`src/rtl/fetch_stage_ctrl_pkg.sv`:
```
// Purpose: shared constants and FSM encoding for the fetch stage and its neighbours.
// Latency: n/a (declarations only).
// Backpressure: n/a.
package pipeline_pkg;

    localparam logic [31:0] NOP_INSTR = 32'h0000_0000;
    localparam logic [31:0] PC_STEP   = 32'd4;

    typedef enum logic [0:0] {
        IDLE = 1'b0,
        RUN  = 1'b1
    } fetch_state_t;

    // Branch targets are word aligned; low two address bits are dropped.
    function automatic logic [31:0] align_pc(input logic [31:0] addr);
        return {addr[31:2], 2'b00};
    endfunction

endpackage

```
`src/rtl/fetch_stage_ctrl_if.sv`:
```
// Purpose: bundles the fetch control, imem and IF/ID signals of the fetch stage.
// Latency: n/a (wiring only).
// Backpressure: stall_i is the hold request from ID; no other flow control.
interface fetch_stage_ctrl_if #(
    parameter int CNT_W = 16
);
    logic             start_i;
    logic             stall_i;
    logic             flush_i;
    logic [31:0]      branch_target_i;
    logic [31:0]      instr_i;
    logic [31:0]      pc_o;
    logic [31:0]      IF_ID_pc_o;
    logic [31:0]      IF_ID_instr_o;
    logic             IF_ID_valid_o;
    logic [CNT_W-1:0] stall_cnt_o;
    logic [CNT_W-1:0] flush_cnt_o;

    // Driver side: pipeline control, ID stage and instruction memory.
    modport master (
        output start_i, stall_i, flush_i, branch_target_i, instr_i,
        input  pc_o, IF_ID_pc_o, IF_ID_instr_o, IF_ID_valid_o, stall_cnt_o, flush_cnt_o
    );

    // Fetch stage side.
    modport slave (
        input  start_i, stall_i, flush_i, branch_target_i, instr_i,
        output pc_o, IF_ID_pc_o, IF_ID_instr_o, IF_ID_valid_o, stall_cnt_o, flush_cnt_o
    );
endinterface

```
`src/rtl/fetch_stage_ctrl_sat_counter.sv`:
```
// Purpose: event counter that sticks at all-ones instead of wrapping.
// Latency: count visible one edge after inc_i.
// Backpressure: none; increments beyond saturation are dropped.
module sat_counter #(
    parameter int CNT_W = 16
) (
    input  logic             clk_i,
    input  logic             rst_i,
    input  logic             inc_i,
    output logic [CNT_W-1:0] cnt_o
);

    // Increment on request unless already at the maximum value.
    always_ff @(posedge clk_i or negedge rst_i) begin
        if (!rst_i) begin
            cnt_o <= '0;
        end else if (inc_i && (cnt_o != {CNT_W{1'b1}})) begin
            cnt_o <= cnt_o + CNT_W'(1);
        end
    end

endmodule

```
`src/rtl/fetch_stage_ctrl.sv`:
```
// Purpose: PC register, IF/ID register and run/idle FSM honouring stall and flush.
// Latency: instruction at pc_o appears in IF/ID one edge later.
// Backpressure: stall_i holds PC and IF/ID (beats flush); idle loads bubbles.
module fetch_stage_ctrl
    import pipeline_pkg::*;
#(
    parameter logic [31:0] RESET_PC = 32'h0000_0000,
    parameter int          CNT_W    = 16
) (
    input  logic             clk_i,
    input  logic             rst_i,
    fetch_stage_ctrl_if.slave bus
);

    fetch_state_t state_q;
    logic [31:0]  pc_q;
    logic [31:0]  ifid_pc_q;
    logic [31:0]  ifid_instr_q;
    logic         ifid_valid_q;
    logic         stall_ev;
    logic         flush_ev;

    // Events only count while running; a stall masks a concurrent flush
    // because the branch in ID is not yet final.
    assign stall_ev = (state_q == RUN) && bus.stall_i;
    assign flush_ev = (state_q == RUN) && !bus.stall_i && bus.flush_i;

    // FSM plus PC and IF/ID registers; action chosen by the current state.
    always_ff @(posedge clk_i or negedge rst_i) begin
        if (!rst_i) begin
            state_q      <= IDLE;
            pc_q         <= RESET_PC;
            ifid_pc_q    <= '0;
            ifid_instr_q <= NOP_INSTR;
            ifid_valid_q <= 1'b0;
        end else begin
            case (state_q)
                IDLE: begin
                    ifid_pc_q    <= '0;
                    ifid_instr_q <= NOP_INSTR;
                    ifid_valid_q <= 1'b0;
                    if (bus.start_i) begin
                        state_q <= RUN;
                    end
                end
                RUN: begin
                    if (!bus.start_i) begin
                        state_q <= IDLE;
                    end
                    if (bus.stall_i) begin
                        // Hold everything.
                        pc_q <= pc_q;
                    end else if (bus.flush_i) begin
                        pc_q         <= align_pc(bus.branch_target_i);
                        ifid_pc_q    <= '0;
                        ifid_instr_q <= NOP_INSTR;
                        ifid_valid_q <= 1'b0;
                    end else begin
                        pc_q         <= pc_q + PC_STEP;
                        ifid_pc_q    <= pc_q + PC_STEP;
                        ifid_instr_q <= bus.instr_i;
                        ifid_valid_q <= 1'b1;
                    end
                end
                default: begin
                    state_q <= IDLE;
                end
            endcase
        end
    end

    sat_counter #(.CNT_W(CNT_W)) u_stall_cnt (
        .clk_i (clk_i),
        .rst_i (rst_i),
        .inc_i (stall_ev),
        .cnt_o (bus.stall_cnt_o)
    );

    sat_counter #(.CNT_W(CNT_W)) u_flush_cnt (
        .clk_i (clk_i),
        .rst_i (rst_i),
        .inc_i (flush_ev),
        .cnt_o (bus.flush_cnt_o)
    );

    assign bus.pc_o          = pc_q;
    assign bus.IF_ID_pc_o    = ifid_pc_q;
    assign bus.IF_ID_instr_o = ifid_instr_q;
    assign bus.IF_ID_valid_o = ifid_valid_q;

endmodule

```
`src/flat_wrapper.sv`:
```
// flat-port wrapper written by rule: the top's interface ports become plain ports
module fetch_stage_ctrl_flat import pipeline_pkg::*;
#(
    parameter logic [31:0] RESET_PC = 32'h0000_0000,
    parameter int          CNT_W    = 16
)
  (clk_i, rst_i, bus_start_i, bus_stall_i, bus_flush_i, bus_branch_target_i, bus_instr_i, bus_pc_o, bus_IF_ID_pc_o, bus_IF_ID_instr_o, bus_IF_ID_valid_o, bus_stall_cnt_o, bus_flush_cnt_o);
  fetch_stage_ctrl_if #(.CNT_W(CNT_W)) bus_i ();
  input  logic clk_i;
  input  logic rst_i;
  input wire logic [$bits(bus_i.start_i)-1:0] bus_start_i;
  input wire logic [$bits(bus_i.stall_i)-1:0] bus_stall_i;
  input wire logic [$bits(bus_i.flush_i)-1:0] bus_flush_i;
  input wire logic [$bits(bus_i.branch_target_i)-1:0] bus_branch_target_i;
  input wire logic [$bits(bus_i.instr_i)-1:0] bus_instr_i;
  output wire logic [$bits(bus_i.pc_o)-1:0] bus_pc_o;
  output wire logic [$bits(bus_i.IF_ID_pc_o)-1:0] bus_IF_ID_pc_o;
  output wire logic [$bits(bus_i.IF_ID_instr_o)-1:0] bus_IF_ID_instr_o;
  output wire logic [$bits(bus_i.IF_ID_valid_o)-1:0] bus_IF_ID_valid_o;
  output wire logic [$bits(bus_i.stall_cnt_o)-1:0] bus_stall_cnt_o;
  output wire logic [$bits(bus_i.flush_cnt_o)-1:0] bus_flush_cnt_o;
  assign bus_i.start_i = bus_start_i;
  assign bus_i.stall_i = bus_stall_i;
  assign bus_i.flush_i = bus_flush_i;
  assign bus_i.branch_target_i = bus_branch_target_i;
  assign bus_i.instr_i = bus_instr_i;
  assign bus_pc_o = bus_i.pc_o;
  assign bus_IF_ID_pc_o = bus_i.IF_ID_pc_o;
  assign bus_IF_ID_instr_o = bus_i.IF_ID_instr_o;
  assign bus_IF_ID_valid_o = bus_i.IF_ID_valid_o;
  assign bus_stall_cnt_o = bus_i.stall_cnt_o;
  assign bus_flush_cnt_o = bus_i.flush_cnt_o;
  fetch_stage_ctrl #(.RESET_PC(RESET_PC), .CNT_W(CNT_W)) u_core (.clk_i(clk_i), .rst_i(rst_i), .bus(bus_i));
endmodule
```
`config.mk`:
```
export PLATFORM = sky130hd
export DESIGN_NAME = fetch_stage_ctrl_flat
export DESIGN_NICKNAME = d
export VERILOG_FILES = /design/src/rtl/fetch_stage_ctrl_pkg.sv /design/src/rtl/fetch_stage_ctrl_if.sv /design/src/rtl/fetch_stage_ctrl_sat_counter.sv /design/src/rtl/fetch_stage_ctrl.sv /design/src/flat_wrapper.sv
export SDC_FILE = /design/constraint.sdc
export NUM_CORES = 1
export LEC_CHECK = 0
export ABC_AREA = 0
export CORE_MARGIN = 1
export CORE_UTILIZATION = 25
export CTS_BUF_LIST = sky130_fd_sc_hd__clkbuf_4 sky130_fd_sc_hd__clkbuf_8 sky130_fd_sc_hd__clkbuf_16
export DETAILED_ROUTE_END_ITERATION = 10
export HOLD_SLACK_MARGIN = 0.08
export MAX_ROUTING_LAYER = met4
export SKIP_CTS_REPAIR_TIMING = 1
export SYNTH_ARGS = -nofsm -noshare
export SYNTH_HDL_FRONTEND = slang
export SYNTH_SLANG_ARGS = --single-unit
```
`constraint.sdc`:
```
create_clock -name clk_i -period 2.9 [get_ports clk_i]
set_clock_uncertainty 0.2 [all_clocks]
set_input_delay 0.435 -clock clk_i [delete_from_list [all_inputs] [get_ports clk_i]]
set_output_delay 0.435 -clock clk_i [all_outputs]
set_load 0.02 [all_outputs]
```
Word-level counts from Yosys, hierarchy flattened
Cells that the tools add are included.
{ "totals": {"ff_bits": 130, "latchBits": 0, "ram_bits": 0, "romBits": 0, "in_bits": 69, "out_inout_bits": 129, "word_cells": 33, "mem_count": 0} }
{ "op_classes": {"addsub": 3, "multipliers": 0, "div_mod_pow": 0, "magnitude_cmp": 0, "n_eq_ne": 3, "n_shift": 0, "mux": 11, "bitwise_logic": 2, "n_reduce_logical": 7} }
{ "op_table": {"columns": ["operator", "count"], "rows": [
  ["two-way mux 32 bit", 5],
  ["case mux 32 bit (2 select lines)", 2],
  ["adder 16 x 1 -> 16 bit, second input constant", 2],
  ["adder 32 x 3 -> 32 bit, second input constant", 1],
  ["!= test 16 bit, second input constant", 2],
  ["logical AND 1 bit", 5],
  ["two-way mux 1 bit", 3],
  ["!= test 2 bit, second input constant", 1],
  ["NOT 1 bit", 2],
  ["case mux 1 bit (2 select lines)", 1],
  ["AND reduction 2 bit", 1],
  ["zero test 1 bit", 1]
]} }

Logic depth before layout (Yosys ltp)
Gate-level depths: netlist (run 1).
{ "depth": {"depth_word": 4, "mapped_depth": 7, "ltp_nobuf": 5} }

By module
A second synthesis (run 1) with hierarchy kept.
{ "hier_totals": {"cells_unflattened": 612, "area_unflattened_um2": 6334.8} }
{ "by_module_without_submodules": {"columns": ["module", "n_inst", "cells_each", "area_per_inst_um2", "seq_area_each_um2"], "rows": [
  ["fetch_stage_ctrl", 1, 468, 4615.7, 2377.3],
  ["sat_counter", 2, 72, 859.6, 400.4]
]} }

Worst setup path before layout (run 1)
No wires, ideal clock.
{ "synth_path": {"path_kind": "register to register", "start": "register u_core.pc_q[2], in the netlist u_core.bus.pc_o[2]", "end": "register u_core.ifid_pc_q[26], in the netlist u_core.bus.IF_ID_pc_o[26]", "setup_time_ns": 0.070, "arrival_ns": 1.912, "t_required_ns": 2.630, "path_slack_ns": 0.718, "path_stages_with_launch": 7, "path_buffers": 1, "period_less_slack_ns": 2.182, "cell_sequence": "dfrtp_1 -> ha_1 -> and3_1 -> clkbuf_1 -> nand4_1 -> or4b_1 -> nand3_1"} }
{ "synth_between": {"elab_chain_cells": 4} }
{ "synth_lines": {"columns": ["element", "line_no", "rtl"], "rows": [
  ["start, declared", "fetch_stage_ctrl.sv:16", "logic [31:0] pc_q;"],
  ["start signal, assigned", "fetch_stage_ctrl.sv:52", "pc_q <= pc_q;"],
  ["start signal, assigned", "fetch_stage_ctrl.sv:54", "pc_q <= align_pc(bus.branch_target_i);"],
  ["start signal, assigned", "fetch_stage_ctrl.sv:59", "pc_q <= pc_q + PC_STEP;"],
  ["adder 32 x 3 -> 32 bit", "fetch_stage_ctrl.sv:60", "ifid_pc_q <= pc_q + PC_STEP;"],
  ["two-way mux 32 bit", "fetch_stage_ctrl.sv:53", "end else if (bus.flush_i) begin"],
  ["two-way mux 32 bit", "fetch_stage_ctrl.sv:50", "if (bus.stall_i) begin"],
  ["case mux 32 bit (2 select lines)", "fetch_stage_ctrl.sv:37", "case (state_q)"],
  ["end signal, assigned", "fetch_stage_ctrl.sv:60", null],
  ["end, declared", "fetch_stage_ctrl.sv:17", "logic [31:0] ifid_pc_q;"]
]} }
Every way passes these cells. The select of a mux whose other input is x is not followed.
A chain may end at the register's enable or synchronous reset.

Worst setup path after layout (run 1)
{ "layout_path": {"start": "register u_core.pc_q[2], in the netlist u_core.bus.pc_o[2]", "end": "register u_core.ifid_pc_q[28], in the netlist u_core.bus.IF_ID_pc_o[28]"} }
Same word-level chain as after synthesis.

==> results.cfg, run 1 <==
[sta]
fin_setup_tns_ns = 0
rsz0062_at_grt = no
fmax_mhz = 430
hold_ws_ns = 0.276
worst_pin_slew_ns = 0.617
hold_violations = 0
finalSetupViolations = 0
post-route-period-util_pct = 80.3
finalMaxSlewViolations = 0
slew_headroom_pct = 58.5
period_needed_ns = 2.33

[run_status]
status = completed

[power]
ir_drop_mv = 0.330
pwr-share-seq_pct = 39.1
power_leakage_nw = 3.81
swShare_pct = 32.5
combPwrFrac_pct = 22.8
power_density_nw_per_um2 = 612
p_switching_mw = 1.84
p_int_mw = 3.83
pwr-share-clk_pct = 38.1

[synth]
netlist_area_um2 = 6330
synth-seq-area-share_pct = 50.2
synth_commonest_cells = 127 x dfrtp_1, 74 x nand2_1, 39 x nand3_1
ys.flop_type = dfrtp_1
async_flop_share_pct = 100
yosysWarnings = 0
synth_seq_cells = 127
synth-edff-count = 0
netlist_top_cells_area = dfrtp_1 50%, a22o_1 4.6%, nand2_1 4.4%
synth_top_cell_area_share_pct = 50.2
syn_avg_cell_area_um2 = 9.80
syn_inst = 646
synth_most_common_cell = dfrtp_1
synthDistinctLibCells = 62
synth_largest_area_cell = dfrtp_1

[floorplanning]
initial_core_util_pct = 25.7
die_h_um = 161
die_w_um = 161
core-area_um2 = 24600
rows = 57
dieArea_um2 = 26000
io_pins = 198

[clock_network]
cts_htree_levels = 4
root_buffer = clkbuf_16
clock_path_buffers = 2
clock-sinks = 127
clock_latency_ns = 0.42
cts.clk_slew.worst_paths_ns = 0.06
cts_tree = done
cts_buffers = 17

[global_route]
grt_start_max_net_pins = 67
grt_pass1_vias = 5667
track_usage_pct = 16.7
antenna_found_initial = 1
grt.overflow.total = 0
grt_pass1_wl_um = 32700

[critical_path]
start_kind = flop
worstPathArrival_ns = 2.43
crit_type = reg -> reg
worstPathRequired_ns = 3.00
endpoint_kind = flop
cp_max_fo = 7

[finish]
drive_gt1_share_pct = 8.28
finalNetCount = 904
fin_util_pct = 37.7
area_delta_synth_final_pct = 46.3
final_area_um2 = 9270

[route]
ant_nets = 0
first_pass_iters = 5
drt_iter0_drc = 398
remaining_drc_errors = 0
routed_wl_um = 20500
dr_total_vias = 5820
via_per_inst = 4.97
wl_per_cell_um = 17.6

[placement]
placed_area_um2 = 8670
dpl.hpwl_um = 14300
portBuffers = 193
gp_congestion = 0.804

[hold_path]
hold_class = reg -> reg

[flow_run]
maxCapViolations = 0
==> layer usage <==
| layer | routed length [µm] | track usage, % | share of wire [%] | up-vias |
|---|---|---|---|---|
| met1 | 9410 | 21.7 | 46 | 2815 |
| met2 | 9410 | 24.8 | 46 | 204 |
| met3 | 1540 | 5.65 | 7.5 | 14 |
| met4 | 183 | 3.82 | 0.89 | 0 |
| met5 | 0 | - | 0 | - |
| li1 | - | - | - | 2787 |
==> power groups by stage <==
stage,Clock [mW],Sequential [mW],Combinational (mW)
3_5_place_dp,0,2.25,1.30
2_1_floorplan,0,2.40,0.448
3_3_place_gp,0,2.24,1.29
5_1_grt,2.31,2.25,1.40
4_1_cts,2.22,2.22,1.31
6_report,2.16,2.22,1.29
==> cell families after synthesis <==
group | share of synthesized area (%)
other | 0.0592
AO/OA/AOI/OAI | 17.2
XOR/XNOR | 5.39
buffers and inverters | 3.91
AND/OR/NAND/NOR | 22.1
adder cells (fa/ha/maj) | 0.593
multiplexers | 0.514
flip-flops | 50.2
==> critical path, cell delays in order (launching register included) <==
cell and delay [ns]:
dfrtp_1 0.47, ha_1 0.30, nand3_1 0.24, nor4_2 0.60, and3_1 0.28, o211ai_1 0.10
==> metrics by stage <==
stage | std cells | total power [mW] | setup slack (ns)
detailed placement | 1136 | 3.55 | 0.275
finish | 1170 | 5.67 | 0.572
global placement | 1136 | 3.54 | 0.317
CTS | 1168 | 5.74 | 0.546
global route | 1170 | 5.96 | 0.360
floorplan | 647 | 2.84 | 0.718
==> worst paths after layout <==
path	slack [ns]	cells after the start	endpoint	start
setup / recovery	0.57	5	u_core.bus.IF_ID_pc_o[28]	u_core.bus.pc_o[2]
hold / removal	0.28	2	u_core.bus.IF_ID_valid_o	u_core.bus.IF_ID_valid_o
setup reg to reg	0.57	5	u_core.bus.IF_ID_pc_o[28]	u_core.bus.pc_o[2]
hold reg to reg	0.28	2	u_core.bus.IF_ID_valid_o	u_core.bus.IF_ID_valid_o
max in group asynchronous	1.36	3	u_core.bus.IF_ID_instr_o[14]	rst_i
min in group asynchronous	0.39	2	u_core.u_flush_cnt.cnt_o[6]	rst_i
==> registers in the layout, summed over array words and instances, names as in the netlist <==
register,cells
u_core.bus.IF_ID_instr_o,32
u_core.bus.IF_ID_pc_o,31
u_core.bus.pc_o,30
u_core.u_flush_cnt.cnt_o,16
u_core.u_stall_cnt.cnt_o,16
u_core.bus.IF_ID_valid_o,1
u_core.state_q,1
==> area by class of cell <==
cell class	instances	area (µm²)
Multi-Input combinational cell	460	2920
Timing Repair Buffer	211	2120
Tap cell	324	405
Antenna cell	1	2.50
Clock inverter	15	161
Inverter	15	56.3
Sequential cell	127	3180
Clock buffer	17	425
Fill cell	2516	15300
==> cell usage in the layout, fill, tap and decap left out, types with 14 or more instances in the layout <==
cell type / n
a21oi_1: 21
a22o_1: 33
and3_1: 19
clkbuf_16: 17
clkdlybuf4s50_1: 191
dfrtp_1: 127
inv_1: 15
nand2_1: 74
nand3_1: 39
nand4_1: 31
nor2_1: 33
nor4_1: 14
o211ai_1: 15
o21ai_0: 28
o311ai_0: 14
xnor2_1: 16
xor2_1: 23
No activity file was read; power rests on OpenSTA's default activity.
==> run 2: changes to the inputs <==
Clock period 2.9 ns to 1.9 ns, I/O delays scaled along.
==> run 2 against run 1 <==
Effect of this change:
- the run now ends with negative setup slack left
- sequential share of layout area down 4.8 points
- first-iteration DRC count fell by 14%
- global-route usage is 0.82 points higher
- via count rose by 9.1%
- clock-buffer cell count is 3 higher
==> results.cfg, run 2 (synthesized netlist as in run 1, its figures left out) <==
[route]
dr_total_vias = 6352
first_pass_iters = 4
drt_iter0_drc = 344
routed_wl_um = 22500
wl_per_cell_um = 17.6
ant_nets = 0
remaining_drc_errors = 0
via_per_inst = 4.96

[clock_network]
cts_tree = done
root_buffer = clkbuf_16
clock-sinks = 127
clock_latency_ns = 0.42
clock_path_buffers = 2
cts_buffers = 17
cts_htree_levels = 4
cts.clk_slew.worst_paths_ns = 0.06

[critical_path]
crit_top_cell = buf_4
worstPathRequired_ns = 1.99
start_kind = flop
slowest_stage = dfrtp_2
cp_cell_sequence = nand4_1, buf_4, buf_4, nor4_4, a311oi_2, or3b_1
cpPeakStageDelay_ns = 0.36
endpoint_kind = flop
worstPathArrival_ns = 2.05
cp_max_fo = 3
cp.buffers_inverters = 2
crit_type = reg -> reg
path_delay_family = simple AND/OR/NAND/NOR gates

[floorplanning]
dieArea_um2 = 26000
die_w_um = 161
rows = 57
core-area_um2 = 24600
die_h_um = 161
initial_core_util_pct = 25.7
io_pins = 198

[power]
power_leakage_nw = 6.09
ir_drop_mv = 0.488
power_density_nw_per_um2 = 856
fin_total_pwr_mw = 9.29

[sta]
hold_violations = 0
post-route-period-util_pct = 103
finalMaxSlewViolations = 0
finalSetupViolations = 2
rsz0062_at_grt = yes
fmax_mhz = 510
fin_ws_ns = -0.0590
hold_ws_ns = 0.152
period_needed_ns = 1.96

[placement]
placed_area_um2 = 9550
portBuffers = 193
gp_congestion = 0.879
dpl_worst_slack_ns = -0.400
dpl.hpwl_um = 16300

[run_status]
violations = negative setup slack
status = finished with violations

[finish]
area_delta_synth_final_pct = 71.5
final_area_um2 = 10900
fin_util_pct = 44.1
finalNetCount = 1014
largest_reg_flops = 32
layout_commonest_cell = dlymetal6s2s_1
drive_gt1_share_pct = 26.3
layout_common_cells = 115 x dlymetal6s2s_1, 113 x buf_4, 108 x dfrtp_1

[flow_run]
maxCapViolations = 0

[global_route]
grt_pass1_vias = 6215
grt.overflow.total = 0
grt_start_max_net_pins = 43
track_usage_pct = 17.5
grt_pass1_wl_um = 34500
antenna_found_initial = 2

[hold_path]
hold_class = in -> async
-- run 2: layout make-up --
type,instances,area [µm²]
Antenna cell,2,5.00
Clock buffer,20,460
Clock inverter,12,135
Fill cell,2371,13700
Inverter,15,56.3
Multi-Input combinational cell,460,3310
Sequential cell,127,3200
Tap cell,324,405
Timing Repair Buffer,321,3290
-- run 2: metrics by stage --
stage / TNS (ns) / std cells
2_1_floorplan: -0.0805 / 647
3_3_place_gp: -18.40 / 1240
3_5_place_dp: -20.09 / 1240
4_1_cts: -9.12 / 1272
5_1_grt: -0.698 / 1281
6_report: -0.0791 / 1281
-- run 2: report_power, final --
part           total (mW)  switching, mW  internal [mW]
Combinational        2.75           1.47           1.29
Sequential           3.22          0.227           3.00
Clock                3.32           1.29           2.02
Total                9.29           2.99           6.30
-- run 2: path summary, 6_finish.rpt --
check / slack [ns] / endpoint / start / depth (start not counted)
min in group clk_i: 0.16 / u_core.state_q / bus_start_i / 1
worst max register to register: -0.06 / u_core.bus.IF_ID_pc_o[30] / u_core.bus.pc_o[8] / 6
worst max-delay path: -0.06 / u_core.bus.IF_ID_pc_o[30] / u_core.bus.pc_o[8] / 6
worst min-delay path: 0.15 / u_core.u_flush_cnt.cnt_o[8] / rst_i / 2
max in group asynchronous: 0.70 / u_core.bus.IF_ID_instr_o[17] / rst_i / 3
worst min register to register: 0.27 / u_core.bus.IF_ID_pc_o[22] / u_core.bus.IF_ID_pc_o[22] / 2
-- run 2: layer usage --
| layer | up-vias | track usage [%] | part of all wire (%) |
|---|---|---|---|
| met3 | 17 | 4.24 | 6.3 |
| met4 | 0 | 4.59 | 1.3 |
| met5 | - | - | 0 |
| met2 | 230 | 27.3 | 48 |
| li1 | 3007 | - | - |
| met1 | 3098 | 22.6 | 44 |
==> edit (flow settings as in run 2) <==
`CNT_W` is set to 16 in 4 places; all go to 14.
--- a/src/rtl/fetch_stage_ctrl_if.sv
+++ b/src/rtl/fetch_stage_ctrl_if.sv
@@ -2,7 +2,7 @@
 // Latency: n/a (wiring only).
 // Backpressure: stall_i is the hold request from ID; no other flow control.
 interface fetch_stage_ctrl_if #(
-    parameter int CNT_W = 16
+    parameter int CNT_W = 14
 );
     logic             start_i;
     logic             stall_i;
--- a/src/rtl/fetch_stage_ctrl_sat_counter.sv
+++ b/src/rtl/fetch_stage_ctrl_sat_counter.sv
@@ -2,7 +2,7 @@
 // Latency: count visible one edge after inc_i.
 // Backpressure: none; increments beyond saturation are dropped.
 module sat_counter #(
-    parameter int CNT_W = 16
+    parameter int CNT_W = 14
 ) (
     input  logic             clk_i,
     input  logic             rst_i,
--- a/src/rtl/fetch_stage_ctrl.sv
+++ b/src/rtl/fetch_stage_ctrl.sv
@@ -5,7 +5,7 @@
     import pipeline_pkg::*;
 #(
     parameter logic [31:0] RESET_PC = 32'h0000_0000,
-    parameter int          CNT_W    = 16
+    parameter int          CNT_W    = 14
 ) (
     input  logic             clk_i,
     input  logic             rst_i,
--- a/src/flat_wrapper.sv
+++ b/src/flat_wrapper.sv
@@ -2,7 +2,7 @@
 module fetch_stage_ctrl_flat import pipeline_pkg::*;
 #(
     parameter logic [31:0] RESET_PC = 32'h0000_0000,
-    parameter int          CNT_W    = 16
+    parameter int          CNT_W    = 14
 )
   (clk_i, rst_i, bus_start_i, bus_stall_i, bus_flush_i, bus_branch_target_i, bus_instr_i, bus_pc_o, bus_IF_ID_pc_o, bus_IF_ID_instr_o, bus_IF_ID_valid_o, bus_stall_cnt_o, bus_flush_cnt_o);
   fetch_stage_ctrl_if #(.CNT_W(CNT_W)) bus_i ();
Interface: changed (resized bus_flush_cnt_o and bus_stall_cnt_o); port bits go from 198 to 194. The function was not compared with the original's and may differ.
==> edit against run 2 <==
- synthesized area shrank 1.3%
- wire length fell by 7.1%
- design area is 5.8% lower
- setup slack gained 0.088 ns
- sequential cell count decreased by 4
- synthesized cell count down 3.9%
- total power up 2.9%
==> edit: results (changes against run 2) <==
Parameter                              Value

Run status
  Result of the run    completed (was finished with violations)

Synth
  Library cells used by synthesis    71 (was 62)
  Sequential fraction of the synthesis area    0.4926 (was 0.5018)
  Synth top area cells    sky130_fd_sc_hd__dfrtp_1, sky130_fd_sc_hd__a22o_1, sky130_fd_sc_hd__nand2_1 (unchanged)
  Complex-gate fraction of the synthesized area    0.1834 (was 0.1723)
  Adder and majority gate portion of the synthesized area    0.006007 (was 0.005927)
  Fraction of synthesized area in multiplexers    0.008610 (was 0.005136)
  Share of the synthesized netlist area taken by xor and xnor gates    0.04485 (was 0.05393)
  Most frequent cells after synthesis    sky130_fd_sc_hd__dfrtp_1, sky130_fd_sc_hd__nand2_1, sky130_fd_sc_hd__nand3_1 (unchanged)
  Synth Flop Type    sky130_fd_sc_hd__dfrtp_1 (unchanged)

Global routing
  Global-route track usage on met2    0.2571 (was 0.2727)
  Antenna violations before repair    0 (was 2)
  Maximum number of pins on one net before global-route repair    41 (was 43)
  Routing usage on met3    0.03247 (was 0.04237)
  Global-route wire length before repair    33,310 um (was 34,550 um)
  Met1 demand-to-capacity share in global routing    0.2326 (was 0.2265)
  Number of global-route vias before repair    5,814 (was 6,215)
  GR Util All Layers    0.1717 (was 0.1749)

Clocking
  Buffer levels on the longest clock path    2 (unchanged)
  Worst-path clk slew    0.06 ns (about the same)
  Buffer type at the clock tree root    sky130_fd_sc_hd__clkbuf_16 (unchanged)
  H-tree depth    4 (unchanged)
  Clock insertion delay at the later pin of the skew report    0.42 ns (about the same)
  Number of buffers added by the clock tree synthesis step    17 (unchanged)

Routing
  Wire length per cell    17.27 um (was 17.58 um)
  Routed wl met2    9682 um (was 10,790 um)
  Total length of routed met3 wires    995 um (was 1420 um)
  Number of detailed-route iterations in the first pass    8 (was 4)
  Highest metal layer with signal wires    met4 (unchanged)
  Met1 routed wirelength after detailed routing    9920 um (was 10,010 um)
  Vias per inst    4.916 (was 4.959)
  Initial DRC Count    439 (was 344)

Final layout
  Fraction of final layout cells with drive strength greater than 1    0.1982 (was 0.2628)
  Number of flip-flops under the largest register name    32 (unchanged)
  Filler cells    2,364 (was 2,371)
  Antenna Diode Count    0 (was 2)
  Final Net Count    947 (was 1,014)

Pwr
  Peak ir drop on the vdd network    0.4771 mV (was 0.4876 mV)
  Leakage    5.701 nW (was 6.091 nW)

Place
  Final estimated routing congestion in global placement    0.8324 (was 0.8790)
  Post-detailed-placement half-perimeter wirelength    15,370 um (was 16,350 um)
  Count of port buffers added during placement    189 (was 193)
  Area after detailed placement    9176 sq um (was 9553 sq um)

Critical path
  Arrival time worst endpoint    1.39 ns (was 2.05 ns)
  Delay-heaviest family, CP    buffers and inverters (was simple AND/OR/NAND/NOR gates)
  Slowest cell on crit path    sky130_fd_sc_hd__clkdlybuf4s50_1 (was sky130_fd_sc_hd__dfrtp_2)
  Biggest fanout along the worst timing path    2 (was 3)
  Largest stage delay on the critical path    0.61 ns (was 0.36 ns)

Worst hold path
  Hold WC Path Type    input port to flop (was input port to asynchronous set/reset pin)
## edit: power by group
| group | leakage [nW] | switching [W] | internal [W] |
|---|---|---|---|
| Sequential | 1.58 | 0.000292 | 0.00291 |
| Combinational | 3.78 | 0.00125 | 0.00114 |
| Clock | 0.348 | 0.00123 | 0.00273 |
| Total | 5.70 | 0.00277 | 0.00679 |
## edit: metrics by stage
stage,total power (W),instances,TNS (ns),setup WS (ns),util
finish,0.009557,1212,0,0.02939,0.4196
global route,0.01001,1212,0,0.0005171,0.4196
CTS,0.009717,1209,-7.348,-0.2807,0.4056
detailed placement,0.005690,1177,-14.53,-0.2545,0.3762
global placement,0.005661,1177,-14.11,-0.2548,0.3762
floorplan,0.004364,622,-0.04042,-0.01450,-
## edit: worst paths after layout
check,from,slack [ns],end,cells after the start
max,u_core.bus.IF_ID_pc_o[15]$_DFFE_PN0N_,0.03,bus_IF_ID_pc_o[15],1
min,bus_start_i,0.12,u_core.state_q$_DFF_PN0_,1
max reg2reg,u_core.bus.pc_o[25]$_DFFE_PN0P_,0.10,u_core.bus.pc_o[31]$_DFFE_PN0P_,4
min reg2reg,u_core.bus.IF_ID_valid_o$_DFFE_PN0N_,0.28,u_core.bus.IF_ID_valid_o$_DFFE_PN0N_,2
max in group asynchronous,rst_i,0.75,u_core.u_stall_cnt.cnt_o[0]$_DFFE_PN0P_,3
min in group asynchronous,rst_i,0.17,u_core.u_flush_cnt.cnt_o[9]$_DFFE_PN0P_,2
## edit: layout make-up
cell class,instances,share of cell area
Timing Repair Buffer,285,0.2951
Multi-Input combinational cell,437,0.2891
Clock inverter,10,0.02298
Sequential cell,123,0.3021
Tap cell,324,0.03961
Inverter,11,0.004034
Clock buffer,22,0.04707
